--- src/rtl/cpu_pkg.sv ---
// cpu_pkg: shared definitions for the master CPU sequencer.
//   - state_t      : sequencer FSM state encoding
//   - OP_*         : opcodes the sequencer treats specially (all others are ALU ops)
//   - COND_*       : ARM-style condition codes
//   - FLAG_*       : bit positions of N, Z, C, V inside the 4-bit flags word
package cpu_pkg;

    localparam int PC_W_DEF   = 8;
    localparam int ADDR_W_DEF = 16;
    localparam int DATA_W_DEF = 32;

    typedef enum logic [2:0] {
        S_IDLE     = 3'd0,
        S_FETCH    = 3'd1,
        S_LATCH    = 3'd2,
        S_DECODE   = 3'd3,
        S_EXEC     = 3'd4,
        S_MEM_WAIT = 3'd5,
        S_HALT     = 3'd6
    } state_t;

    localparam logic [3:0] OP_LDR  = 4'hA;
    localparam logic [3:0] OP_STR  = 4'hB;
    localparam logic [3:0] OP_B    = 4'hC;
    localparam logic [3:0] OP_HALT = 4'hF;

    localparam logic [3:0] COND_EQ = 4'h0;
    localparam logic [3:0] COND_NE = 4'h1;
    localparam logic [3:0] COND_CS = 4'h2;
    localparam logic [3:0] COND_CC = 4'h3;
    localparam logic [3:0] COND_MI = 4'h4;
    localparam logic [3:0] COND_PL = 4'h5;
    localparam logic [3:0] COND_VS = 4'h6;
    localparam logic [3:0] COND_VC = 4'h7;
    localparam logic [3:0] COND_HI = 4'h8;
    localparam logic [3:0] COND_LS = 4'h9;
    localparam logic [3:0] COND_GE = 4'hA;
    localparam logic [3:0] COND_LT = 4'hB;
    localparam logic [3:0] COND_GT = 4'hC;
    localparam logic [3:0] COND_LE = 4'hD;
    localparam logic [3:0] COND_AL = 4'hE;
    localparam logic [3:0] COND_NV = 4'hF;

    localparam int FLAG_N = 3;
    localparam int FLAG_Z = 2;
    localparam int FLAG_C = 1;
    localparam int FLAG_V = 0;

endpackage

--- src/rtl/cpu_sequencer_cond_eval.sv ---
// cpu_sequencer_cond_eval: combinational ARM condition-code evaluator.
// Ports:
//   i_cond  [3:0] : condition field of the instruction
//   i_flags [3:0] : flags word {N,Z,C,V}
//   o_pass        : 1 when the instruction should execute
module cpu_sequencer_cond_eval
    import cpu_pkg::*;
(
    input  logic [3:0] i_cond,
    input  logic [3:0] i_flags,
    output logic       o_pass
);

    logic w_n, w_z, w_c, w_v;

    assign w_n = i_flags[FLAG_N];
    assign w_z = i_flags[FLAG_Z];
    assign w_c = i_flags[FLAG_C];
    assign w_v = i_flags[FLAG_V];

    always_comb begin
        o_pass = 1'b0;
        case (i_cond)
            COND_EQ: o_pass = w_z;
            COND_NE: o_pass = !w_z;
            COND_CS: o_pass = w_c;
            COND_CC: o_pass = !w_c;
            COND_MI: o_pass = w_n;
            COND_PL: o_pass = !w_n;
            COND_VS: o_pass = w_v;
            COND_VC: o_pass = !w_v;
            COND_HI: o_pass = w_c && !w_z;
            COND_LS: o_pass = !w_c || w_z;
            COND_GE: o_pass = (w_n == w_v);
            COND_LT: o_pass = (w_n != w_v);
            COND_GT: o_pass = !w_z && (w_n == w_v);
            COND_LE: o_pass = w_z || (w_n != w_v);
            COND_AL: o_pass = 1'b1;
            COND_NV: o_pass = 1'b0;
            default: o_pass = 1'b0;
        endcase
    end

endmodule

--- src/rtl/cpu_sequencer.sv ---
// cpu_sequencer: multi-cycle fetch/decode/execute controller. Owns the PC and
// the architectural flags, shares the single RAM port between instruction
// fetch and LDR/STR data access, and strobes register-bank writes.
// Ports:
//   Clk, Reset (sync, active high), Run (level, allows leaving IDLE)
//   ram_en/ram_rw/ram_addr/ram_wdata : RAM request (ram_rw 1 = read)
//   ram_rdata                        : RAM read data, valid the cycle after a read request
//   instr                            : latched instruction word
//   rf_rdata1/rf_rdata2              : register bank reads of src1/src2
//   rf_we/rf_wdata                   : one-cycle register write strobe and data
//   alu_result/alu_new_flag          : ALU result and its {N,Z,C,V}
//   flags, pc, halted                : architectural state
//   dbg_state                        : current FSM state (state_t encoding)
// Handshake: there is none; every RAM request is a single-cycle strobe and
// read data is consumed exactly one cycle after its request.
module cpu_sequencer
    import cpu_pkg::*;
#(
    parameter int PC_W   = PC_W_DEF,
    parameter int ADDR_W = ADDR_W_DEF,
    parameter int DATA_W = DATA_W_DEF
) (
    input  logic              Clk,
    input  logic              Reset,
    input  logic              Run,
    output logic              ram_en,
    output logic              ram_rw,
    output logic [ADDR_W-1:0] ram_addr,
    output logic [DATA_W-1:0] ram_wdata,
    input  logic [DATA_W-1:0] ram_rdata,
    output logic [DATA_W-1:0] instr,
    input  logic [DATA_W-1:0] rf_rdata1,
    input  logic [DATA_W-1:0] rf_rdata2,
    output logic              rf_we,
    output logic [DATA_W-1:0] rf_wdata,
    input  logic [DATA_W-1:0] alu_result,
    input  logic [3:0]        alu_new_flag,
    output logic [3:0]        flags,
    output logic [PC_W-1:0]   pc,
    output logic              halted,
    output logic [2:0]        dbg_state
);

    state_t              r_state;
    logic [PC_W-1:0]     r_pc;
    logic [DATA_W-1:0]   r_instr;
    logic [3:0]          r_flags;

    state_t              w_state_nxt;
    logic [PC_W-1:0]     w_pc_nxt;
    logic [DATA_W-1:0]   w_instr_nxt;
    logic [3:0]          w_flags_nxt;
    logic                w_pass;
    logic [3:0]          w_opcode;
    logic                w_s_bit;
    logic [PC_W-1:0]     w_pc_inc;
    state_t              w_after;
    logic                w_unused_ok;

    assign w_opcode = r_instr[27:24];
    assign w_s_bit  = r_instr[23];
    assign w_pc_inc = r_pc + PC_W'(1);
    // Stop at the fetch boundary once Run has been dropped.
    assign w_after  = Run ? S_FETCH : S_IDLE;
    // Only the low address bits of src1 are used as a data address.
    assign w_unused_ok = &{1'b0, rf_rdata1[DATA_W-1:ADDR_W]};

    cpu_sequencer_cond_eval u_cond_eval (
        .i_cond  (r_instr[31:28]),
        .i_flags (r_flags),
        .o_pass  (w_pass)
    );

    always_ff @(posedge Clk) begin
        if (Reset) begin
            r_state <= S_IDLE;
            r_pc    <= '0;
            r_instr <= '0;
            r_flags <= '0;
        end else begin
            r_state <= w_state_nxt;
            r_pc    <= w_pc_nxt;
            r_instr <= w_instr_nxt;
            r_flags <= w_flags_nxt;
        end
    end

    always_comb begin
        w_state_nxt = r_state;
        w_pc_nxt    = r_pc;
        w_instr_nxt = r_instr;
        w_flags_nxt = r_flags;
        ram_en      = 1'b0;
        ram_rw      = 1'b1;
        ram_addr    = '0;
        ram_wdata   = '0;
        rf_we       = 1'b0;
        rf_wdata    = '0;

        case (r_state)
            S_IDLE: begin
                if (Run) w_state_nxt = S_FETCH;
            end
            S_FETCH: begin
                ram_en      = 1'b1;
                ram_addr    = {{(ADDR_W-PC_W){1'b0}}, r_pc};
                w_state_nxt = S_LATCH;
            end
            S_LATCH: begin
                w_instr_nxt = ram_rdata;
                w_state_nxt = S_DECODE;
            end
            S_DECODE: begin
                if (w_pass) begin
                    w_state_nxt = S_EXEC;
                end else begin
                    w_pc_nxt    = w_pc_inc;
                    w_state_nxt = w_after;
                end
            end
            S_EXEC: begin
                case (w_opcode)
                    OP_LDR: begin
                        ram_en      = 1'b1;
                        ram_addr    = rf_rdata1[ADDR_W-1:0];
                        w_state_nxt = S_MEM_WAIT;
                    end
                    OP_STR: begin
                        ram_en      = 1'b1;
                        ram_rw      = 1'b0;
                        ram_addr    = rf_rdata1[ADDR_W-1:0];
                        ram_wdata   = rf_rdata2;
                        w_pc_nxt    = w_pc_inc;
                        w_state_nxt = w_after;
                    end
                    OP_B: begin
                        // Branch target is the low PC bits of IV_Mov (instr[18:3]).
                        w_pc_nxt    = r_instr[3 +: PC_W];
                        w_state_nxt = w_after;
                    end
                    OP_HALT: begin
                        w_state_nxt = S_HALT;
                    end
                    default: begin
                        rf_we    = 1'b1;
                        rf_wdata = alu_result;
                        if (w_s_bit) w_flags_nxt = alu_new_flag;
                        w_pc_nxt    = w_pc_inc;
                        w_state_nxt = w_after;
                    end
                endcase
            end
            S_MEM_WAIT: begin
                rf_we       = 1'b1;
                rf_wdata    = ram_rdata;
                w_pc_nxt    = w_pc_inc;
                w_state_nxt = w_after;
            end
            S_HALT: begin
                w_state_nxt = S_HALT;
            end
            default: begin
                w_state_nxt = S_IDLE;
            end
        endcase

        // Reset suppresses every strobe in the same cycle, even mid-instruction.
        if (Reset) begin
            ram_en    = 1'b0;
            ram_rw    = 1'b1;
            ram_addr  = '0;
            ram_wdata = '0;
            rf_we     = 1'b0;
            rf_wdata  = '0;
        end
    end

    assign instr     = r_instr;
    assign flags     = r_flags;
    assign pc        = r_pc;
    assign halted    = (r_state == S_HALT);
    assign dbg_state = r_state;

endmodule
--- config.mk ---
export PLATFORM = sky130hd
export DESIGN_NAME = cpu_sequencer
export DESIGN_NICKNAME = d
export VERILOG_FILES = /design/src/rtl/cpu_pkg.sv /design/src/rtl/cpu_sequencer_cond_eval.sv /design/src/rtl/cpu_sequencer.sv
export SDC_FILE = /design/constraint.sdc
export NUM_CORES = 1
export LEC_CHECK = 0
export BUFFER_PORTS_ARGS = -buffer_cell sky130_fd_sc_hd__buf_2
export CAP_MARGIN = 30
export CELL_PAD_IN_SITES_DETAIL_PLACEMENT = 0
export CELL_PAD_IN_SITES_GLOBAL_PLACEMENT = 1
export CORE_MARGIN = 2
export CORE_UTILIZATION = 27
export DETAILED_ROUTE_END_ITERATION = 8
export PLACE_DENSITY = 0.86
export SLEW_MARGIN = 20
export SYNTH_ARGS = -nofsm -noshare
export SYNTH_HDL_FRONTEND = slang
export SYNTH_SLANG_ARGS = --single-unit
--- constraint.sdc ---
create_clock -name Clk -period 5.5 [get_ports Clk]
set_input_delay 0.825 -clock Clk [delete_from_list [all_inputs] [get_ports Clk]]
set_output_delay 0.825 -clock Clk [all_outputs]
set_load 0.01 [all_outputs]
==> key figures, run 1 <==
Critical path
  – Max incr delay on CP: 0.58 ns
  – CP Max Fanout: 21
  – Kind of critical path: register to output pin
  – R2r worst-path depth: 6
  – Crit path from: dbg_state[2]$_SDFFE_PP0P_
  – Worst R2R Setup Slack: 3.06 ns
  – RR Endpoint: pc[1]$_SDFFE_PP0P_
  – Critical-path top delay cell: or3b_2
  – Crit path DAT: 2.48 ns
  – Critical Path, Cell by Cell: or3b_2, a21oi_4, buf_16, a22oi_1, nor2_1, buf_2
  – Worst EP required: 4.68 ns
  – Critical R2R Launch: instr[29]$_SDFFE_PP0P_
  – Critical Path Source Type: register
  – Critical Path Sink: rf_wdata[7]
  – Worst setup EP type: output pin

GRT
  – Largest net degree at the start of global routing: 55
  – First-pass GRT wire length: 19,100 um
  – Overall Global Routing Usage: 18.2%
  – M2 GR Usage: 28.8%
  – GRT Max-Usage Layer: met2
  – Initial antenna violation count: 0
  – Vias in the first global route: 3,709
  – GR Util met3: 3.19%
  – Met1 usage: 25.4%
  – GRT overflow: 0

Power and ir drop
  – Clock share of power: 38.1%
  – Leakage: 2.34 nW
  – Pwr Total: 828 uW
  – Pwr/cell area: 178 mW/mm2
  – Net Sw Frac: 26.2%
  – Int Pwr: 611 uW
  – Reg power frac: 45.2%
  – Comb pwr share: 16.8%
  – VDD IR max: 0.131 mV
  – NetSw: 217 uW

Route
  – Vias per inst: 5.00
  – Routed len/inst: 14.9 um
  – Routed WL: 12,100 um
  – Via count: 4,073
  – Initial DRC count: 203
  – DRC Markers: 0
  – Initial DRT Pass Iterations: 5
  – Routed Antenna Nets: 0

Place
  – Detail Placement HPWL: 9040 um
  – I/O Buffers: 249
  – Dpl cells: 804
  – Routability congestion estimate: 0.824

Clocking
  – CTS tree: yes
  – H-tree levels: 2
  – CTS Hold Bufs: 0
  – Post-cts sizing count: 0
  – Total setup buffers inserted after CTS: 0
  – Clk_lat worst skew: 0.28 ns
  – Total clock sinks: 47
  – Clock tree buffer depth: 2
  – CTS buffer count: 5
  – Clock transition at the registers of the reported paths: 0.06 ns
  – Root buffer cell: clkbuf_16

Status
  – Status: complete, no violations

Logic synthesis
  – Mapped Cells: 451
  – Register area share after synthesis: 29.8%
  – Post-synth top flop: dfxtp_1
  – Asr flop ratio synth: 0%
  – Syn Area/Cell: 7.00 um2
  – Synth unique cells: 51
  – Cell area after synthesis: 0.00316 mm2
  – Synthesized flop and latch total: 47
  – Post-synth EDFFs: 0
  – Synth Warn #: 0
  – Synthesized Nets: 587

Layout
  – Antenna cells: 0
  – Fillers: 1,207
  – Commonest non-fill, non-tap cell in the layout: buf_2
  – Most frequent cells in the layout: 249 x buf_2, 88 x nand2_1, 52 x nor2_1
  – Syn-to-layout area delta: 47.2%
  – Final Non-Filler Cells: 815
  – Share of cells above drive strength 1: 41.4%
  – Final Net Count: 807

STA
  – Final Hold Vio Count: 0
  – Finish-stage setup viols: 0
  – Layout Skew: 0.00304 ns
  – Final worst-path cycle share: 60.1%
  – Slew of the pin with the lowest slew margin: 0.602 ns
  – Worst slew margin: 59.7%
  – RSZ-0062 raised after global routing: false
  – FMAX: 0.303 GHz
  – Post-layout min period: 3.30 ns
  – Final Max Slew Viols: 0
  – Setup TNS: 0 ns

Die
  – Io pins: 266
  – Core area: 0.0114 mm2
  – Die height: 112 um
  – Die W: 112 um
  – Die ar.: 0.0126 mm2
  – Row count: 39
  – Initial Utilization: 27.6%

Flow run
  – Max-Cap Viols: 0

Min path
  – Hold crit path type: register to register
  – Hold Startpoint: instr[16]$_SDFFE_PP0P_
[critical path: cells and delay by family, from the launching register on]
kind / cells / cell delay (ns)
DFF: 1 / 0.55
AOI/OAI and AO/OA: 2 / 0.58
and+or+nand+nor: 2 / 0.69
buffers and inverters: 2 / 0.37
[through the flow]
step | setup WS [ns] | hold WS (ns) | util (%) | instance area, um2
floorplan | 2.74 | 0.481 | - | 3160
global placement | 2.06 | 0.439 | 38.8 | 4430
detailed placement | 1.89 | 0.445 | 38.8 | 4430
CTS | 1.57 | 0.454 | 40.2 | 4590
global route | 2.04 | 0.477 | 40.7 | 4650
finish | 2.20 | 0.452 | 40.7 | 4650
[registers in the layout (all words and copies together), names as in the netlist]
signal     flops
dbg_state      3
instr         32
pc             8
flags          4
[cell families (layout without fill, tap and decap cells)]
kind of cell | Yosys count | in the layout | synth area share (%)
mux | 4 | 4 | 1.35
flops | 47 | 47 | 29.8
xor+xnor | 2 | 2 | 0.555
compound gates | 120 | 120 | 25.6
buf+inv | 48 | 269 | 7.13
fa+ha+maj | 1 | 1 | 0.396
simple gates | 229 | 229 | 35.2
[cells in the mapped netlist, types with 2 or more instances]
cell / n / share of area (%)
buf_4: 2 / 0.48
inv_1: 5 / 0.59
nand2_1: 88 / 10
nand4b_1: 2 / 0.55
nor4_1: 2 / 0.40
o21ai_0: 13 / 2.1
o31ai_1: 4 / 0.95
a22oi_1: 40 / 9.5
buf_1: 3 / 0.36
dfxtp_1: 47 / 30
and3_1: 35 / 6.9
clkbuf_1: 30 / 3.6
nand3_1: 8 / 1.3
and3b_1: 2 / 0.55
buf_2: 3 / 0.48
a21oi_1: 50 / 7.9
mux2_2: 2 / 0.71
nand3b_1: 4 / 0.95
and2_1: 10 / 2.0
nor3_1: 7 / 1.1
nor2_1: 52 / 6.2
nor2b_1: 6 / 1.2
mux2i_1: 2 / 0.63
nor3b_1: 4 / 0.95
buf_6: 3 / 1.1
a2111o_1: 2 / 0.71
[power by group through the flow]
stage | clock, mW | combinational [mW] | sequential (mW)
final | 0.315 | 0.139 | 0.374
after CTS | 0.331 | 0.134 | 0.376
after floorplan | 0 | 0.0650 | 0.379
after global placement | 0 | 0.132 | 0.382
after global routing | 0.347 | 0.155 | 0.377
after detailed placement | 0 | 0.134 | 0.384
[layout make-up]
class	count	area [um2]	area share (%)
flip-flops and latches	47	941	20.2
well taps	143	179	3.85
inverters	5	18.8	0.404
clock buffers	8	156	3.36
repair buffers	256	1340	28.8
multi-input cells	356	2010	43.3
[per-layer routing]
| layer | share of wire (%) | vias to the layer above |
|---|---|---|
| li1 | - | 2019 |
| met4 | 1.5 | 0 |
| met2 | 46 | 165 |
| met3 | 5.5 | 14 |
| met1 | 47 | 1875 |
| met5 | 0 | - |
[worst min-delay path by stage]
stage | end | slack, ns | cells past startpoint
6_report | instr[16]$_SDFFE_PP0P_ | 0.45 | 2
5_1_grt | instr[2]$_SDFFE_PP0P_ | 0.48 | 2
4_1_cts | instr[16]$_SDFFE_PP0P_ | 0.45 | 2
3_5_place_dp | instr[16]$_SDFFE_PP0P_ | 0.45 | 2
3_3_place_gp | instr[20]$_SDFFE_PP0P_ | 0.44 | 2
2_1_floorplan | instr[0]$_SDFFE_PP0P_ | 0.48 | 2
(Power assumes the default switching activity.)
==> run 2, diff against run 1 <==
--- a/config.mk
+++ b/config.mk
@@ -5,14 +5,15 @@
 export SDC_FILE = /design/constraint.sdc
 export NUM_CORES = 1
 export LEC_CHECK = 0
+export ABC_AREA = 1
 export BUFFER_PORTS_ARGS = -buffer_cell sky130_fd_sc_hd__buf_2
 export CAP_MARGIN = 30
 export CELL_PAD_IN_SITES_DETAIL_PLACEMENT = 0
 export CELL_PAD_IN_SITES_GLOBAL_PLACEMENT = 1
 export CORE_MARGIN = 2
-export CORE_UTILIZATION = 27
+export CORE_UTILIZATION = 24
 export DETAILED_ROUTE_END_ITERATION = 8
-export PLACE_DENSITY = 0.86
+export PLACE_DENSITY = 0.79
 export SLEW_MARGIN = 20
 export SYNTH_ARGS = -nofsm -noshare
 export SYNTH_HDL_FRONTEND = slang
==> constraint.sdc (replaced) <==
create_clock -name Clk -period 3.2 [get_ports Clk]
set_input_delay 0.48 -clock Clk [delete_from_list [all_inputs] [get_ports Clk]]
set_output_delay 0.48 -clock Clk [all_outputs]
set_load 0.01 [all_outputs]
==> run 2 against run 1 <==
Net effect: synthesized cell count rose by 25%; clock skew rose by 0.0039 ns; design area increased by 5.3%; count of clock-buffer cells in the layout decreased by 3; die area rose by 18%; first-iteration DRC count decreased by 23%; utilization down 5.0 points; synthesized area up 5.4%; largest cell class unchanged.
==> key figures, run 2 <==
Layout
  – Largest register FFs: 32 (unchanged)
  – Syn-to-layout area delta: 47.1% (was 47.2%)
  – Antenna cells: 0 (unchanged)
  – Final core utilization: 35.7% (was 40.7%)
  – Seq. cell area: 942 um2 (was 941 um2)
  – Fillers: 1,541 (was 1,207)
  – Most frequent cells in the layout: 249 x buf_2, 118 x nand2_1, 73 x nor2_1 (was 249 x buf_2, 88 x nand2_1, 52 x nor2_1)
  – Final Net Count: 925 (was 807)
  – Commonest non-fill, non-tap cell in the layout: buf_2 (unchanged)
  – Share of cells above drive strength 1: 37.5% (was 41.4%)
  – Multi-input combinational cell area: 0.00192 mm2 (was 0.00201 mm2)

Logic synthesis
  – Largest family of logic cells by synthesized area: simple AND/OR/NAND/NOR gates (unchanged)
  – Most frequent cell after synthesis: nand2_1 (unchanged)
  – Synthesized flop and latch total: 47 (unchanged)
  – Synthesized Nets: 698 (was 587)
  – Top cells by count, synth: 118 x nand2_1, 74 x nor2_1, 72 x a21oi_1, 72 x inv_1, 47 x dfxtp_1 (was 88 x nand2_1, 52 x nor2_1, 50 x a21oi_1, 47 x dfxtp_1, 40 x a22oi_1)
  – Mapped Cells: 562 (was 451)
  – Adder-cell share of the synthesized area: 0.376% (was 0.396%)
  – Synth unique cells: 26 (was 51)
  – Mux cell area share after synthesis: 0% (was 1.35%)
  – Simple-Gate Fraction of Synth Area: 39.0% (was 35.2%)
  – Share of the synthesized area in the top cell type: 28.3% (was 29.8%)
  – Asr flop ratio synth: 0% (unchanged)
  – Post-synth EDFFs: 0 (unchanged)
  – Cell area after synthesis: 0.00333 mm2 (was 0.00316 mm2)
  – Complex-gate fraction of the synthesized area: 17.2% (was 25.6%)
  – Register area share after synthesis: 28.3% (was 29.8%)
  – Synth Warn #: 0 (unchanged)
  – Synth Area in XOR/XNOR: 1.05% (was 0.555%)
  – Post-synth top flop: dfxtp_1 (unchanged)
  – Yosys top cell by area: dfxtp_1 (unchanged)
  – Synth area leaders: dfxtp_1 28%, nand2_1 13%, a21oi_1 11% (was dfxtp_1 30%, nand2_1 10%, a22oi_1 9.5%)
  – Syn Area/Cell: 5.92 um2 (was 7.00 um2)

STA
  – Finish-stage setup viols: 0 (unchanged)
  – Final Max Slew Viols: 0 (unchanged)
  – Final Hold Vio Count: 0 (unchanged)
  – Worst slew margin: 49.8% (was 59.7%)
  – FMAX: 0.371 GHz
  – Post-layout min period: 2.69 ns
  – RSZ-0062 raised after global routing: false (unchanged)
  – Layout Skew: 0.00694 ns (was 0.00304 ns)
  – Final worst-path cycle share: 84.2%
  – Setup TNS: 0 ns (unchanged)
  – Slew of the pin with the lowest slew margin: 0.748 ns (was 0.602 ns)

Status
  – Status: complete, no violations (unchanged)

Route
  – Initial DRT Pass Iterations: 4 (was 5)
  – Via count: 4,362 (was 4,073)
  – DRC Markers: 0 (unchanged)
  – Routed WL: 12,700 um (was 12,100 um)
  – Initial DRC count: 157 (was 203)
  – Routed Antenna Nets: 0 (unchanged)
  – Routed len/inst: 13.1 um (was 14.9 um)
  – Vias per inst: 4.50 (was 5.00)

Critical path
  – Critical Path Sink: ram_addr[1] (was rf_wdata[7])
  – Critical Path Source Type: register (unchanged)
  – R2r worst-path depth: 6 (unchanged)
  – Worst EP required: 2.72 ns (was 4.68 ns)
  – RR Endpoint: instr[27]$_SDFFE_PP0P_ (was pc[1]$_SDFFE_PP0P_)
  – Kind of critical path: register to output pin (unchanged)
  – CP Max Fanout: 37 (was 21)
  – Critical R2R Launch: dbg_state[2]$_SDFFE_PP0P_ (was instr[29]$_SDFFE_PP0P_)
  – Crit path from: dbg_state[0]$_SDFFE_PP0P_ (was dbg_state[2]$_SDFFE_PP0P_)
  – Worst R2R Setup Slack: 1.00 ns (was 3.06 ns)
  – Worst setup EP type: output pin (unchanged)
  – Crit path DAT: 2.21 ns (was 2.48 ns)

GRT
  – GRT overflow: 0 (unchanged)
  – Initial antenna violation count: 0 (unchanged)
  – Overall Global Routing Usage: 16.5% (was 18.2%)
  – Vias in the first global route: 3,929 (was 3,709)
  – First-pass GRT wire length: 19,600 um (was 19,100 um)
  – Largest net degree at the start of global routing: 59 (was 55)

Clocking
  – H-tree levels: 2 (unchanged)
  – Total setup buffers inserted after CTS: 0 (unchanged)
  – Root buffer cell: clkbuf_16 (unchanged)
  – Post-cts sizing count: 0 (unchanged)
  – Clk_lat worst skew: 0.29 ns (was 0.28 ns)
  – CTS tree: yes (unchanged)
  – Clock transition at the registers of the reported paths: 0.07 ns (was 0.06 ns)
  – Total clock sinks: 47 (unchanged)
  – Clock tree buffer depth: 2 (unchanged)
  – CTS buffer count: 5 (unchanged)
  – CTS Hold Bufs: 0 (unchanged)

Die
  – Initial Utilization: 24.2% (was 27.6%)
  – Io pins: 266 (unchanged)
  – Die ar.: 0.0148 mm2 (was 0.0126 mm2)
  – Die W: 122 um (was 112 um)
  – Core area: 0.0137 mm2 (was 0.0114 mm2)
  – Die height: 122 um (was 112 um)
  – Row count: 43 (was 39)

Place
  – I/O Buffers: 249 (unchanged)
  – Detail Placement HPWL: 9830 um (was 9040 um)
  – Routability congestion estimate: 0.786 (was 0.824)

Power and ir drop
  – VDD IR max: 0.214 mV (was 0.131 mV)
  – Pwr/cell area: 343 mW/mm2 (was 178 mW/mm2)
  – Leakage: 2.64 nW (was 2.34 nW)

Flow run
  – Max-Cap Viols: 0 (unchanged)

Min path
  – Hold crit path type: primary input to register (was register to register)
[run 2: final cells by class]
type                            instances  area share [%]
Clock buffer                            5            2.56
Timing Repair Buffer                  258            27.2
Multi-Input combinational cell        397            39.2
Sequential cell                        47            19.2
Clock inverter                          3           0.971
Inverter                               80            6.13
Tap cell                              180            4.60
[run 2: routing by layer]
layer | GRT usage [%] | part of all wire (%) | up-vias
met5 | 0 | 0 | -
met4 | 2.80 | 0.70 | 0
met3 | 3.23 | 7.9 | 6
met2 | 30.2 | 49 | 197
met1 | 20.3 | 43 | 1892
li1 | - | - | 2267
[run 2: worst min path at each step]
stage / from / endpoint / slack [ns] / cells after the start
2_1_floorplan: instr[4]$_SDFFE_PP0P_ / instr[4]$_SDFFE_PP0P_ / 0.48 / 2
3_3_place_gp: instr[18]$_SDFFE_PP0P_ / instr[18]$_SDFFE_PP0P_ / 0.45 / 2
3_5_place_dp: instr[21]$_SDFFE_PP0P_ / instr[21]$_SDFFE_PP0P_ / 0.45 / 2
4_1_cts: ram_rdata[11] / instr[11]$_SDFFE_PP0P_ / 0.46 / 3
5_1_grt: ram_rdata[12] / instr[12]$_SDFFE_PP0P_ / 0.46 / 3
6_report: ram_rdata[14] / instr[14]$_SDFFE_PP0P_ / 0.46 / 3
[run 2: logic make-up after synthesis]
group                      Yosys count
AOI/OAI and AO/OA                  109
xor gates and xnor gates             4
adders and majority gates            1
buffers and inverters              118
DFF                                 47
and+or+nand+nor                    283
[run 2: power by group]
| part | switching [mW] | internal (mW) |
|---|---|---|
| registers | 0.0390 | 0.625 |
| logic | 0.246 | 0.154 |
| clock network | 0.241 | 0.373 |
[run 2: critical path, cell delays in order, from the launching register on]
cell and delay (ns):
dfxtp_2 0.35, buf_4 0.38, inv_2 0.11, nor3_2 0.58, a22oi_1 0.19, nor2_1 0.15
buf_2 0.15
[run 2: per-stage QoR]
stage	power [mW]	hold WS (ns)	area [um2]	setup WS, ns	instances
floorplan	0.892	0.483	3330	1.16	562
global placement	1.08	0.446	4710	0.618	961
detailed placement	1.08	0.452	4720	0.778	962
CTS	1.70	0.457	4890	0.448	970
global route	1.78	0.459	4890	0.253	970
finish	1.68	0.460	4890	0.506	970
==> run 3, diff against run 2 <==
==> constraint.sdc (replaced) <==
create_clock -name Clk -period 2.7 [get_ports Clk]
set_input_delay 0.405 -clock Clk [delete_from_list [all_inputs] [get_ports Clk]]
set_output_delay 0.405 -clock Clk [all_outputs]
set_load 0.01 [all_outputs]
==> run 3 against run 2 <==
Net effect: non-clock buffer count up 2; clock power up 21%; global-route usage down 0.17 points; sequential share of layout area down 0.098 points; die area unchanged; total power up 19%.
==> key figures, run 3 (synthesized netlist as in run 2, its figures left out) <==
Critical path
  – Worst setup EP type: output pin (unchanged)
  – Critical Path Source Type: register (unchanged)
  – CP Buf/Inv Count: 4 (was 3)
  – Crit path from: instr[24]$_SDFFE_PP0P_ (was dbg_state[0]$_SDFFE_PP0P_)
  – RR Endpoint: pc[7]$_SDFFE_PP0P_ (was instr[27]$_SDFFE_PP0P_)
  – Kind of critical path: register to output pin (unchanged)
  – Worst R2R Setup Slack: 0.79 ns (was 1.00 ns)
  – Critical Path Stages: 9 (was 6)
  – CP Max Fanout: 27 (was 37)
  – Worst EP required: 2.30 ns (was 2.72 ns)
  – Critical R2R Launch: dbg_state[0]$_SDFFE_PP0P_ (was dbg_state[2]$_SDFFE_PP0P_)
  – Critical-path top delay cell: dfxtp_1 (was nor3_2)
  – Critical Path Sink: rf_wdata[20] (was ram_addr[1])
  – Max incr delay on CP: 0.44 ns (was 0.58 ns)
  – CP delay by family, top: simple AND/OR/NAND/NOR gates (unchanged)
  – Critical Path, Cell by Cell: inv_2, nor3_1, nor3_1, nand2_1, inv_1, buf_12, nand2_1, a21oi_1, buf_2 (was buf_4, inv_2, nor3_2, a22oi_1, nor2_1, buf_2)
  – Crit path DAT: 2.05 ns (was 2.21 ns)
  – R2r worst-path depth: 9 (was 6)

STA
  – RSZ-0062 raised after global routing: false (unchanged)
  – Setup TNS: 0 ns (unchanged)
  – Final worst-path cycle share: 90.8%
  – Final Hold Vio Count: 0 (unchanged)
  – Slew of the pin with the lowest slew margin: 0.706 ns (was 0.748 ns)
  – Layout Skew: 0.00449 ns (was 0.00694 ns)
  – Worst slew margin: 52.9% (was 49.8%)
  – Post-layout min period: 2.45 ns
  – Final WS setup: 0.250 ns (was 0.506 ns)
  – Finish-stage setup viols: 0 (unchanged)
  – FMAX: 0.408 GHz
  – Final Max Slew Viols: 0 (unchanged)

Place
  – Detail Placement HPWL: 9660 um (was 9830 um)
  – Setup WS pre-CTS: 0.583 ns (was 0.778 ns)
  – I/O Buffers: 249 (unchanged)
  – Routability congestion estimate: 0.790 (was 0.786)

Route
  – Vias per inst: 4.52 (was 4.50)
  – Initial DRC count: 185 (was 157)
  – Routed WL: 12,500 um (was 12,700 um)
  – Routed len/inst: 12.9 um (was 13.1 um)
  – DRC Markers: 0 (unchanged)
  – Via count: 4,395 (was 4,362)
  – Routed Antenna Nets: 0 (unchanged)
  – Initial DRT Pass Iterations: 4 (unchanged)

Flow run
  – Max-Cap Viols: 0 (unchanged)

Clocking
  – Root buffer cell: clkbuf_16 (unchanged)
  – CTS tree: yes (unchanged)
  – Clock transition at the registers of the reported paths: 0.07 ns (about the same)
  – Total clock sinks: 47 (unchanged)
  – CTS Hold Bufs: 0 (unchanged)
  – Total setup buffers inserted after CTS: 0 (unchanged)
  – H-tree levels: 2 (unchanged)
  – Post-cts sizing count: 0 (unchanged)
  – Clk_lat worst skew: 0.29 ns (about the same)
  – CTS buffer count: 5 (unchanged)
  – Clock tree buffer depth: 2 (unchanged)

GRT
  – Vias in the first global route: 3,903 (was 3,929)
  – Largest net degree at the start of global routing: 73 (was 59)
  – First-pass GRT wire length: 19,300 um (was 19,600 um)
  – Overall Global Routing Usage: 16.3% (was 16.5%)
  – Initial antenna violation count: 0 (unchanged)
  – GRT overflow: 0 (unchanged)

Power and ir drop
  – Leakage: 2.65 nW (was 2.64 nW)
  – Int Pwr: 1.39 mW (was 1.15 mW)
  – Comb pwr share: 23.7% (was 23.8%)
  – Pwr/cell area: 407 mW/mm2 (was 343 mW/mm2)
  – Reg power frac: 39.3% (was 39.6%)
  – VDD IR max: 0.227 mV (was 0.214 mV)
  – Clock share of power: 37.1% (was 36.6%)
  – Net Sw Frac: 30.6% (was 31.3%)
  – NetSw: 613 uW (was 525 uW)

Die
  – Row count: 43 (unchanged)
  – Die W: 122 um (unchanged)
  – Initial Utilization: 24.2% (unchanged)
  – Die ar.: 0.0148 mm2 (unchanged)
  – Io pins: 266 (unchanged)
  – Core area: 0.0137 mm2 (unchanged)
  – Die height: 122 um (unchanged)

Layout
  – Syn-to-layout area delta: 47.9% (was 47.1%)
  – Antenna cells: 0 (unchanged)
  – Final Net Count: 927 (was 925)
  – Commonest non-fill, non-tap cell in the layout: buf_2 (unchanged)
  – Most frequent cells in the layout: 249 x buf_2, 118 x nand2_1, 73 x nor2_1 (unchanged)
  – Fillers: 1,531 (was 1,541)
  – Largest register FFs: 32 (unchanged)
  – Share of cells above drive strength 1: 37.6% (was 37.5%)

Status
  – Status: complete, no violations (unchanged)

Min path
  – Hold crit path type: primary input to register (unchanged)
## run 3: cell count changes in the layout (fill, tap and decap cells not counted)
cell and change:
buf_8 -1, buf_4 +2, clkbuf_8 +1, clkinv_4 -1
buf_12 +1
## run 3: stage by stage
step / area [um2] / std cells / power, mW / hold WS (ns) / utilization (%)
2_1_floorplan: 3330 / 562 / 1.06 / 0.483 / -
3_3_place_gp: 4740 / 964 / 1.28 / 0.445 / 34.6
3_5_place_dp: 4740 / 964 / 1.28 / 0.451 / 34.6
4_1_cts: 4920 / 972 / 2.03 / 0.381 / 35.9
5_1_grt: 4920 / 972 / 2.13 / 0.383 / 35.9
6_report: 4920 / 972 / 2.00 / 0.391 / 35.9
## run 3: cell type report
cell class              instances  area (um2)  area share [%]
well taps                     180         225            4.58
clock buffers                   6         139            2.82
clock inverters                 2        38.8           0.788
inverters                      80         300            6.10
flip-flops and latches         47         942            19.2
multi-input cells             397        1920            39.0
repair buffers                260        1350            27.5
## run 3: worst min path at each step
stage | end | depth (start not counted) | start
finish | instr[11]$_SDFFE_PP0P_ | 3 | ram_rdata[11]
detailed placement | instr[21]$_SDFFE_PP0P_ | 2 | instr[21]$_SDFFE_PP0P_
global placement | instr[18]$_SDFFE_PP0P_ | 2 | instr[18]$_SDFFE_PP0P_
global route | instr[1]$_SDFFE_PP0P_ | 3 | ram_rdata[1]
floorplan | instr[4]$_SDFFE_PP0P_ | 2 | instr[4]$_SDFFE_PP0P_
CTS | instr[1]$_SDFFE_PP0P_ | 3 | ram_rdata[1]
## run 3: power groups by stage
stage	logic (mW)	clock network (mW)	registers (mW)
final	0.474	0.743	0.787
after global routing	0.538	0.794	0.794
after CTS	0.480	0.765	0.788
after detailed placement	0.479	0	0.803
after global placement	0.478	0	0.801
after floorplan	0.244	0	0.813
## run 3: worst reg2reg max path: cells and delay by family, from the launching register on
family | cells | cell delay (ns)
and+or+nand+nor | 6 | 0.95
buffers and inverters | 3 | 0.56
DFF | 1 | 0.35
## run 3: metal layers
metal | vias up | GRT usage [%] | routed length [um]
met5 | - | 0 | 0
met4 | 0 | 3.88 | 138
met3 | 8 | 3.18 | 976
met2 | 180 | 29.0 | 5980
met1 | 1937 | 20.3 | 5410
li1 | 2270 | - | -
